[config.mk]
export PLATFORM = sky130hd
export DESIGN_NAME = freq_mult_sched
export DESIGN_NICKNAME = d
export VERILOG_FILES = /design/src/rtl/freq_mult_sched_pkg.sv /design/src/rtl/freq_mult_sched_rr_pick.sv /design/src/rtl/freq_mult_sched.sv
export SDC_FILE = /design/constraint.sdc
export NUM_CORES = 1
export LEC_CHECK = 0
export ABC_CLOCK_PERIOD_IN_PS = 4800
export BUFFER_PORTS_ARGS = -buffer_cell sky130_fd_sc_hd__buf_4
export CORE_MARGIN = 8
export CORE_UTILIZATION = 30
export DETAILED_ROUTE_END_ITERATION = 10
export PLACE_DENSITY_LB_ADDON = 0.25
export SYNTH_ARGS = -nofsm -noshare
export SYNTH_HDL_FRONTEND = slang
export SYNTH_SLANG_ARGS = --single-unit
[constraint.sdc]
create_clock -name RefClk -period 4.8 [get_ports RefClk]
set_input_delay 1.44 -clock RefClk [delete_from_list [all_inputs] [get_ports RefClk]]
set_output_delay 1.44 -clock RefClk [all_outputs]
set_load 0.05 [all_outputs]
[src/rtl/freq_mult_sched_pkg.sv]
// Shared definitions for the FreqMult round-robin scheduler.
package freq_mult_sched_pkg;

  // Scheduler FSM states.
  typedef enum logic [2:0] {
    ST_IDLE,
    ST_ARB,
    ST_ADJ,
    ST_WAIT,
    ST_CAPT
  } state_e;

  // Default number of RefClk cycles to wait for a fresh FreqMult lock.
  localparam int TO_CYC_DEFAULT = 50000;

endpackage

[src/rtl/freq_mult_sched_rr_pick.sv]
// Round-robin priority picker: the first eligible client at or after rr_ptr, wrapping.
module rr_pick #(
  parameter int NREQ = 4,
  parameter int IW   = $clog2(NREQ)
) (
  input  logic [NREQ-1:0] eligible,
  input  logic [IW-1:0]   rr_ptr,
  output logic [NREQ-1:0] sel,
  output logic [IW-1:0]   idx
);

  logic          found;
  logic [IW:0]   slot_sum;
  logic [IW-1:0] slot;

  // Scan outward from rr_ptr and keep only the first eligible hit.
  always_comb begin
    // NOTE: every output gets a default first so no latch appears on the no-eligible path.
    sel      = '0;
    idx      = '0;
    found    = 1'b0;
    slot_sum = '0;
    slot     = '0;
    for (int off = 0; off < NREQ; off++) begin
      slot_sum = {1'b0, rr_ptr} + (IW+1)'(off);
      if (slot_sum >= (IW+1)'(NREQ)) slot_sum = slot_sum - (IW+1)'(NREQ);
      slot = slot_sum[IW-1:0];
      if (!found && eligible[slot]) begin
        found     = 1'b1;
        sel[slot] = 1'b1;
        idx       = slot;
      end
    end
  end

endmodule

[src/rtl/freq_mult_sched.sv]
// Shares one FreqMult between NREQ clients: grant, pulse adjust, wait for lock or timeout, ack.
module freq_mult_sched
  import freq_mult_sched_pkg::*;
#(
  parameter int NREQ   = 4,
  parameter int N_W    = 3,
  parameter int SD_W   = 16,
  parameter int TO_CYC = TO_CYC_DEFAULT
) (
  input  logic              RefClk,
  input  logic              rst,
  input  logic [NREQ-1:0]   req,
  input  logic [NREQ*N_W-1:0] req_n,
  output logic [NREQ-1:0]   grant,
  output logic [NREQ-1:0]   ack,
  output logic              err,
  output logic [SD_W-1:0]   result,
  output logic              busy,
  output logic              fm_adjust,
  output logic [N_W-1:0]    fm_n,
  input  logic              fm_done,
  input  logic [SD_W-1:0]   fm_sd
);

  localparam int IW = $clog2(NREQ);
  localparam int TW = $clog2(TO_CYC);

  state_e          state_q;
  logic [IW-1:0]   rr_ptr_q;
  logic [IW-1:0]   gidx_q;
  logic [NREQ-1:0] served_q, served_d;
  logic [TW-1:0]   tmo_q;
  logic            done_q;
  logic            to_flag_q;
  logic [NREQ-1:0] grant_q, ack_q;
  logic            err_q, adjust_q;
  logic [SD_W-1:0] result_q;
  logic [N_W-1:0]  fm_n_q;

  logic [NREQ-1:0] eligible;
  logic [NREQ-1:0] pick_sel;
  logic [IW-1:0]   pick_idx;

  // A client that was served stays blocked until it withdraws its request.
  assign eligible = req & ~served_q;

  rr_pick #(.NREQ(NREQ), .IW(IW)) u_rr_pick (
    .eligible (eligible),
    .rr_ptr   (rr_ptr_q),
    .sel      (pick_sel),
    .idx      (pick_idx)
  );

  // Served mask: set for the client being acked, cleared wherever its request is low.
  always_comb begin
    served_d = served_q;
    if (state_q == ST_CAPT) served_d = served_d | grant_q;
    served_d = served_d & req;
  end

  // Scheduler FSM with registered outputs; reset aborts any transaction without an ack.
  always_ff @(posedge RefClk) begin
    // NOTE: sequential state uses non-blocking assignments so every register sees pre-edge values.
    if (rst) begin
      state_q   <= ST_IDLE;
      rr_ptr_q  <= '0;
      gidx_q    <= '0;
      served_q  <= '0;
      tmo_q     <= '0;
      done_q    <= 1'b0;
      to_flag_q <= 1'b0;
      grant_q   <= '0;
      ack_q     <= '0;
      err_q     <= 1'b0;
      adjust_q  <= 1'b0;
      result_q  <= '0;
      fm_n_q    <= '0;
    end else begin
      done_q   <= fm_done;
      served_q <= served_d;
      ack_q    <= '0;
      err_q    <= 1'b0;
      adjust_q <= 1'b0;
      unique case (state_q)
        ST_IDLE: if (|eligible) state_q <= ST_ARB;
        ST_ARB: begin
          if (|eligible) begin
            grant_q <= pick_sel;
            gidx_q  <= pick_idx;
            fm_n_q  <= req_n[pick_idx*N_W +: N_W];
            state_q <= ST_ADJ;
          end else begin
            state_q <= ST_IDLE;
          end
        end
        ST_ADJ: begin
          adjust_q  <= 1'b1;
          tmo_q     <= '0;
          to_flag_q <= 1'b0;
          state_q   <= ST_WAIT;
        end
        ST_WAIT: begin
          tmo_q <= tmo_q + 1'b1;
          // Only a fresh lock edge counts; a level left high from before ADJ is ignored.
          if (fm_done && !done_q) begin
            state_q <= ST_CAPT;
          end else if (tmo_q == TW'(TO_CYC - 1)) begin
            to_flag_q <= 1'b1;
            state_q   <= ST_CAPT;
          end
        end
        ST_CAPT: begin
          ack_q    <= grant_q;
          err_q    <= to_flag_q;
          if (!to_flag_q) result_q <= fm_sd;
          rr_ptr_q <= (gidx_q == IW'(NREQ - 1)) ? '0 : gidx_q + 1'b1;
          grant_q  <= '0;
          state_q  <= ST_IDLE;
        end
        default: state_q <= ST_IDLE;
      endcase
    end
  end

  assign grant     = grant_q;
  assign ack       = ack_q;
  assign err       = err_q;
  assign result    = result_q;
  assign busy      = (state_q != ST_IDLE);
  assign fm_adjust = adjust_q;
  assign fm_n      = fm_n_q;

endmodule

; ---- After elaboration in Yosys (flattened, before gate mapping)
; Index checks and enable logic that the tools add are counted.
[word_totals]
ramBits = 0
register_bits = 58
n_memories = 0
word_cells = 124
mem_bits_ro = 0
inputBits = 35
latchBits = 0
out_inout_bits = 30
[op_classes]
n_mul = 1
eq_ne = 11
order_cmp = 12
bitwise = 9
muxes = 45
shifts = 1
add_sub_neg = 9
n_div = 0
reduce_logical = 23
[op_table]
columns = op, n
row1 = $pmux W16 S2, 1
row2 = $mux W4, 6
row3 = $mux W2, 10
row4 = $add A16 B1 Y16 const B, 1
row5 = $eq A16 B16 Y1 const B, 1
row6 = $or A4 B4 Y4, 4
row7 = $mux W1, 14
row8 = $lt A2 B3 Y1 const B, 4
row9 = $pmux W3 S4, 1
row10 = $shiftx A12 B5 Y3, 1
row11 = $ge A3 B3 Y1 const B, 3
row12 = $mux W3, 3
row13 = $and A4 B4 Y4, 2
row14 = $bmux W1 S2, 4
row15 = $demux W1 S2, 4
row16 = $ge A2 B1 Y1 const B, 4
row17 = $logic_and A1 B1 Y1, 8
row18 = $ne A2 B2 Y1 const B, 4
row19 = $pmux W4 S2, 1
row20 = $reduce_and A2 Y1, 4
row21 = $sub A2 B1 Y2 const B, 4
row22 = $add A2 B2 Y3 const B, 2
row23 = $eq A3 B2 Y1 const B, 2
row24 = $logic_not A1 Y1, 4
row25 = other kinds (17), 19

; ---- Depth between registers and ports, before layout
; Gate-level depths: netlist of run 1.
[logic_depth]
ltp_word = 16
ltp_mapped = 9
ltp_nobuf = 8

; ---- Cells and area by module
; Synthesis of run 1 repeated with hierarchy kept, for this count alone.
[unflattened]
cells_unflattened = 347
area_unflattened_um2 = 2981.6
[modules_own_cells]
columns = module, cells_per_inst, seq_area_each_um2, instances, area_each_um2
row1 = freq_mult_sched, 282, 1161.1, 1, 2492.4
row2 = rr_pick, 65, 0.0, 1, 489.2

; ---- Worst setup path before layout of run 1
; No wires, ideal clock.
[synth_path]
path_type = input to register
from = input req[0]
to = register fm_n_q[0], in the netlist fm_n[0]
arrival_time_ns = 3.086
required_time_ns = 4.678
setup_ns = 0.122
slack_ns = 1.592
stages = 6
path_buffers = 1
path_cell_list = nor2b_1 buf_6 mux4_2 o21bai_4 a2111o_1 a311o_1
[synth_between]
elab_chain_len = 15
[synth_lines]
columns = item, line_no
row1 = start: declaration, freq_mult_sched.sv:12  ; input logic [NREQ-1:0] req,
row2 = $and A4 B4 Y4 *, freq_mult_sched.sv:45  ; assign eligible = req & ~served_q;
row3 = $bmux W1 S2, freq_mult_sched_rr_pick.sv:28  ; if (!found && eligible[slot]) begin
row4 = $mux W1 (implied by the code), freq_mult_sched_rr_pick.sv:28
row5 = $mux W1, freq_mult_sched_rr_pick.sv:28
row6 = $logic_not A1 Y1, freq_mult_sched_rr_pick.sv:28
row7 = $logic_and A1 B1 Y1, freq_mult_sched_rr_pick.sv:28
row8 = $mux W1, freq_mult_sched_rr_pick.sv:28
row9 = $logic_not A1 Y1, freq_mult_sched_rr_pick.sv:28
row10 = $logic_and A1 B1 Y1, freq_mult_sched_rr_pick.sv:28
row11 = $mux W1, freq_mult_sched_rr_pick.sv:28
row12 = $logic_not A1 Y1, freq_mult_sched_rr_pick.sv:28
row13 = $logic_and A1 B1 Y1, freq_mult_sched_rr_pick.sv:28
row14 = $mux W2, freq_mult_sched_rr_pick.sv:28
row15 = $mul A2 B2 Y4, freq_mult_sched.sv:90  ; fm_n_q <= req_n[pick_idx*N_W +: N_W];
row16 = $shiftx A12 B5 Y3, freq_mult_sched.sv:90
row17 = end signal: assignment, freq_mult_sched.sv:90
row18 = end: declaration, freq_mult_sched.sv:38  ; logic [N_W-1:0] fm_n_q;
; Mark *: on every way between the ends. The rest lies on a longest branch, timed or not. The select of a mux whose other input is x is not followed.
; A chain may end at the register's enable or synchronous reset.

; ---- Final worst setup path of run 1
; Ends and elaborated chain as after synthesis.

==> results of run 1 <==
## layout by cell type, fill, tap and decap left out, types with 2 or more instances in the layout
master      synthesis  layout
clkbuf_8            0       9
a311oi_1            4       4
or3_1               2       2
mux2_2              5       5
a31oi_1             2       2
a21oi_1            39      39
bufinv_16           0       2
a211oi_1            3       3
o211a_1             4       4
dfxtp_1            58      58
clkinv_2            0       2
nor2_1             26      26
or4b_1              2       2
o21ai_0             9       9
mux4_2              2       2
a21o_1              2       2
nand4_1             4       4
inv_1               6       6
or4_1               4       4
mux2_1              3       3
and2_1              6       6
o311ai_0            3       3
o21ai_1             7       7
o31ai_1             2       2
o21a_1              4       4
nor3b_1            11      11
buf_4               0      65
nor2b_1             6       6
nor3_1              9       9
ha_1               10      10
nand2_1            59      59
nor4_1              4       4
mux2i_1             4       4
a22oi_1             5       5
clkinvlp_4          0       2
nand2b_1            7       7
nand3_1             8       8
a311o_1             3       3
## per-stage QoR
step	setup slack [ns]	hold WS (ns)	utilization, %
floorplan	1.59	0.454	-
global placement	1.29	0.442	36.6
detailed placement	1.19	0.449	36.6
CTS	1.56	0.459	38.9
global route	1.38	0.482	38.9
finish	1.54	0.456	38.9
## critical path: stages
cell      delay (ns)
buf_4           0.09
nor2b_1         0.53
o21ba_2         0.27
a211oi_4        0.35
nor2_1          0.15
mux2_2          0.30
a311o_1         0.35
## report_power, final
part	leakage, nW	internal (mW)	switching [mW]	total, mW
Clock	0.105	0.291	0.208	0.498
Sequential	0.469	0.495	0.0162	0.511
Combinational	0.896	0.0665	0.110	0.176
Total	1.47	0.852	0.333	1.19
## state kept, by name (all words and copies together), names as in the netlist
signal	count
gidx_q	2
grant	4
ack	4
rr_ptr_q	2
err	1
fm_adjust	1
state_q	3
served_q	4
done_q	1
fm_n	3
result	16
tmo_q	16
to_flag_q	1
## routing by layer
metal / vias up / share of wire, % / track usage (%)
li1: 1408 / - / -
met1: 1307 / 46 / 15.2
met2: 53 / 47 / 19.7
met3: 15 / 5.2 / 3.05
met4: 0 / 1.9 / 6.05
met5: - / 0 / 0
## synth_stat cells, types with 5 or more instances
library cell  count  area [um2]
a22oi_1           5        37.5
dfxtp_1          58        1160
nor3_1            9        45.0
mux2_2            5        56.3
nand2_1          59         221
inv_1             6        22.5
a21oi_1          39         195
and2_1            6        37.5
nor3b_1          11        82.6
clkbuf_1         14        52.6
o21ai_1           7        35.0
o21ai_0           9        45.0
nor2b_1           6        37.5
ha_1             10         125
nand3_1           8        40.0
nand2b_1          7        43.8
nor2_1           26        97.6
## worst max-delay path by stage
stage	depth (start not counted)	endpoint	start	slack, ns
6_report	7	fm_n[0]	req[0]	1.54
5_1_grt	7	fm_n[0]	req[0]	1.38
4_1_cts	7	fm_n[0]	req[0]	1.56
3_5_place_dp	7	fm_n[0]	req[0]	1.19
3_3_place_gp	7	fm_n[1]	req[0]	1.29
2_1_floorplan	6	fm_n[0]	req[0]	1.59
## final cells by class
class	count	area (um2)	area share (%)
clock buffer	9	124	3.26
clock inverter	7	93.8	2.47
inverter	7	26.3	0.691
multi-input combinational	276	1740	45.8
sequential	58	1160	30.6
tap	133	166	4.38
timing repair buffer	65	488	12.8
## logic make-up (layout without fill, tap and decap cells)
family          count (synthesis)  after routing  synth area share, %
flops                          58             58                 38.6
mux                            14             14                 5.82
simple gates                  156            156                 26.0
buf+inv                        25             88                 3.66
compound gates                 96             96                 21.8
fa+ha+maj                      10             10                 4.15
==> results.ini, run 1 <==
[status]
status=complete, no violations

[grt]
grt_pass1_wl_um=13300
grt_start_max_net_pins=56
antenna_found_initial=0
overflow=0
grtUsageTotal_pct=12.4
grt_pass1_vias=2649

[clocking]
hold_buffers=0
clock_path_buffers=2
ctsResizeCount=0
cts_tree=yes
clkTransAtPathRegs_ns=0.08
cts_max_level=3
post_cts_buffers=0
cts_made_buffers=9
cts_root_buf=clkbuf_8
clk-insertion-delay-late_ns=0.34
cts_sinks=58

[timing]
period_share_pct=67.9
rsz0062_at_grt=false
hold_viol=0
fmax_ghz=0.307
skew_ns=0.00994
fin_setup_tns_ns=0
min_period_ns=3.26
worstMarginPinSlew_ns=1.04
drv_slew=0
relSlewSlack_pct=30.5
setup_viol=0

[layout]
synthToLayoutAreaGrowth_pct=26.2
layout.nets=462
nFillCells=1011
layout-drive-gt1-share_pct=22.3
fin_cells=555
antenna_cells=0
final_area_um2=3800

[routing]
routed_wl_um=8030
drt_iter0_markers=146
ant_nets=0
drtPass1Iterations=4
wl_per_cell_um=14.5
via_count=2783
post-route-drc-count=0
via_per_inst=5.01

[critical_path]
worstSetupPathType=in2reg
rr_startpoint=rr_ptr_q[0]
timing.rr.end=fm_n[0]
reg2reg_depth=8
startpoint_type=primary input
cp.required_ns=5.03
crit_arrival_ns=3.49
ff2ff_setup_slack_ns=1.67
critPathMaxFanout=10
endpoint_kind=register

[synth]
synth_edf_count=0
avgSynthCellArea_um2=8.39
netlist_instances=359
ys.flop_type=dfxtp_1
ys_seq_area_share_pct=38.6
ys_warn_count=0
synthesis.area_um2=3010
netlist-cell-type-count=55
synthArstFlopShare_pct=0
syn-num-nets=404
ys_ff_latch=58

[power]
total_power_mw=1.19
power.leakage_nw=1.47
p_per_area_nw_per_um2=312
ir_worst_vdd_uv=110

[job]
cap_violations=0

[die]
die_area_um2=13500
pin_count=65
num_rows=36
initial_core_util_pct=30.8
die_w_um=116
die_h_um=116
core_um2=9770

[placed_design]
dpl.cell_count=539
placed_area_um2=3580
dp_hpwl_um=5710
io_buffers=64
gp_congestion=0.845

[hold_path]
holdCritStartpoint=result[5]
hold_path_class=reg2reg
hold_path_depth=2
hold_end=result[5]

(Power assumes the default switching activity.)
==> inputs of run 2 (changes only) <==
--- a/config.mk
+++ b/config.mk
@@ -5,7 +5,8 @@
 export SDC_FILE = /design/constraint.sdc
 export NUM_CORES = 1
 export LEC_CHECK = 0
-export ABC_CLOCK_PERIOD_IN_PS = 4800
+export ABC_AREA = 1
+export ABC_CLOCK_PERIOD_IN_PS = 3200
 export BUFFER_PORTS_ARGS = -buffer_cell sky130_fd_sc_hd__buf_4
 export CORE_MARGIN = 8
 export CORE_UTILIZATION = 30
==> constraint.sdc (replaced) <==
create_clock -name RefClk -period 3.2 [get_ports RefClk]
set_input_delay 0.96 -clock RefClk [delete_from_list [all_inputs] [get_ports RefClk]]
set_output_delay 0.96 -clock RefClk [all_outputs]
set_load 0.05 [all_outputs]
==> run 2 against run 1 <==
  * Routed wire length shrank 0.62%
  * Sequential power grew 49%
  * Critical path depth grew 4
  * Design area shrank 0.26%
  * Sequential share of layout area grew 0.081 points
  * Synthesized area shrank 1.2%
  * Clock power grew 35%
  * Non-clock buffer count grew 1
  * Die area shrank 1.1%
  * Highest routed layer unchanged
  * Clock-buffer cell count grew 2
  * Hold slack gained 0.0061 ns
==> results.ini, run 2 <==
[critical_path]
cpMaxStageDelayCell=dfxtp_1
reg2reg_depth=11
startpoint_type=register
crit_family=simple AND/OR/NAND/NOR gates
crit_path_max_incr_delay_ns=0.52
cp.required_ns=3.47
timing.rr.end=grant[3]
critPathMaxFanout=9
worstSetupPathType=reg2reg
ff2ff_setup_slack_ns=0.83
crit_buf_inv=2
crit_arrival_ns=2.63
rr_startpoint=rr_ptr_q[1]
endpoint_kind=register
crit_chain=inv_1 -> ha_1 -> inv_1 -> nand3_1 -> nand2_2 -> nand2_4 -> nor2_4 -> nand2_1 -> o21ai_0 -> nand2_1 -> a21oi_1

[clocking]
post_cts_buffers=0
cts_tree=yes
clkTransAtPathRegs_ns=0.07
clock_path_buffers=2
cts_root_buf=clkbuf_8
cts_sinks=58
hold_buffers=0
ctsResizeCount=0
cts_made_buffers=9
cts_max_level=3
clk-insertion-delay-late_ns=0.33

[routing]
routed_wl_um=7980
via_count=2952
via_per_inst=4.76
post-route-drc-count=0
ant_nets=0
drt_iter0_markers=146
drtPass1Iterations=4
wl_per_cell_um=12.9

[placed_design]
gp_congestion=0.785
io_buffers=64
dp_hpwl_um=5980

[synth]
ys_ff_latch=58
yosysMostFrequentCell=nand2_1
yosys.area.top_type=dfxtp_1
syn-num-nets=460
synth_edf_count=0
avgSynthCellArea_um2=7.17
synthArstFlopShare_pct=0
synthTopCellsByArea=dfxtp_1, nand2_1, nand3_1
synthesis.area_um2=2970
netlist-cell-type-count=35
synth_top_area_share_pct=39.0
ys.flop_type=dfxtp_1
netlist_top_cells_count=nand2_1, dfxtp_1, inv_1, nand3_1, a21oi_1
netlist_instances=415
ys_warn_count=0
ys_seq_area_share_pct=39.0

[power]
power.leakage_nw=1.65
p_per_area_nw_per_um2=457
ir_worst_vdd_uv=205

[timing]
rsz0062_at_grt=false
fmax_ghz=0.423
setup_viol=0
hold_viol=0
worstMarginPinSlew_ns=0.566
drv_slew=0
period_share_pct=74.0
relSlewSlack_pct=62.2
fin_setup_tns_ns=0
skew_ns=0.0104
min_period_ns=2.37
hold_slack_ns=0.462

[grt]
grt_pass1_vias=2822
overflow=0
grt_pass1_wl_um=13300
grt_start_max_net_pins=44
grtUsageTotal_pct=12.3
antenna_found_initial=0

[job]
cap_violations=0

[layout]
layout.nets=527
layout-drive-gt1-share_pct=22.4
synthToLayoutAreaGrowth_pct=27.4
final_common_cell=nand2_1
antenna_cells=0
final_cell_mix=nand2_1, buf_4, dfxtp_1

[die]
num_rows=36
initial_core_util_pct=30.7
die_w_um=116
core_um2=9680
pin_count=65
die_area_um2=13400
die_h_um=116

[hold_path]
hold_end=result[0]
holdCritStartpoint=result[0]
hold_path_class=reg2reg
hold_path_depth=2

[status]
status=complete, no violations

run 2: cell types whose count changed after synthesis, sizes merged, moves of 5 or more:
| cell | before | now |
|---|---|---|
| nor2 | 26 | 36 |
| mux2 | 8 | 0 |
| nand2 | 59 | 96 |
| o21ai | 16 | 21 |
| nand2b | 7 | 0 |
| and2 | 6 | 0 |
| inv | 7 | 54 |
| nand3 | 8 | 56 |
| clkbuf | 14 | 9 |
| nor2b | 6 | 0 |
| nor3b | 11 | 0 |
run 2: layer usage:
metal	track usage, %	vias up	routed length (um)
met5	0	-	0
met4	4.29	0	135
met3	2.66	12	282
met2	20.9	57	4010
met1	14.8	1373	3550
li1	-	1510	-
run 2: power by group:
part,internal [mW],total (mW),switching (mW)
clock,0.378,0.673,0.295
combinational,0.101,0.299,0.198
sequential,0.744,0.761,0.0169
run 2: through the flow:
step / instance area, um2 / instances / util (%) / total power [mW] / setup slack (ns)
2_1_floorplan: 2970 / 415 / - / 0.976 / 1.19
5_1_grt: 3790 / 620 / 39.1 / 1.83 / 0.628
3_3_place_gp: 3590 / 604 / 37.1 / 1.08 / 0.834
4_1_cts: 3790 / 620 / 39.1 / 1.76 / 0.885
6_report: 3790 / 620 / 39.1 / 1.73 / 0.833
3_5_place_dp: 3590 / 604 / 37.1 / 1.08 / 0.738
run 2: worst register-to-register path, delay by kind of cell, from the launching register on:
| family | cells | cell delay [ns] |
|---|---|---|
| buffers and inverters | 2 | 0.38 |
| adder cells (fa/ha/maj) | 1 | 0.40 |
| AND/OR/NAND/NOR | 6 | 0.63 |
| AO/OA/AOI/OAI | 2 | 0.39 |
| flip-flops | 1 | 0.52 |
run 2: worst max path at each step:
stage | startpoint | to | slack, ns | depth (start not counted)
4_1_cts | rr_ptr_q[1] | fm_n[2] | 0.89 | 14
2_1_floorplan | rr_ptr_q[0] | fm_n[0] | 1.19 | 14
3_5_place_dp | req[3] | grant[1] | 0.74 | 10
5_1_grt | rr_ptr_q[1] | fm_n[2] | 0.63 | 14
3_3_place_gp | req[3] | grant[0] | 0.83 | 10
6_report | rr_ptr_q[1] | grant[3] | 0.83 | 11
run 2: final cells by class:
type,count,area [um2]
Timing Repair Buffer,66,495
Multi-Input combinational cell,291,1560
Fill cell,1045,5890
Clock inverter,5,53.8
Clock buffer,11,141
Inverter,56,213
Tap cell,133,166
Sequential cell,58,1160
run 2: kinds of logic after synthesis:
logic type,synth area share (%)
simple gates,33.2
buf+inv,8.54
compound gates,15.0
fa+ha+maj,4.21
flops,39.0
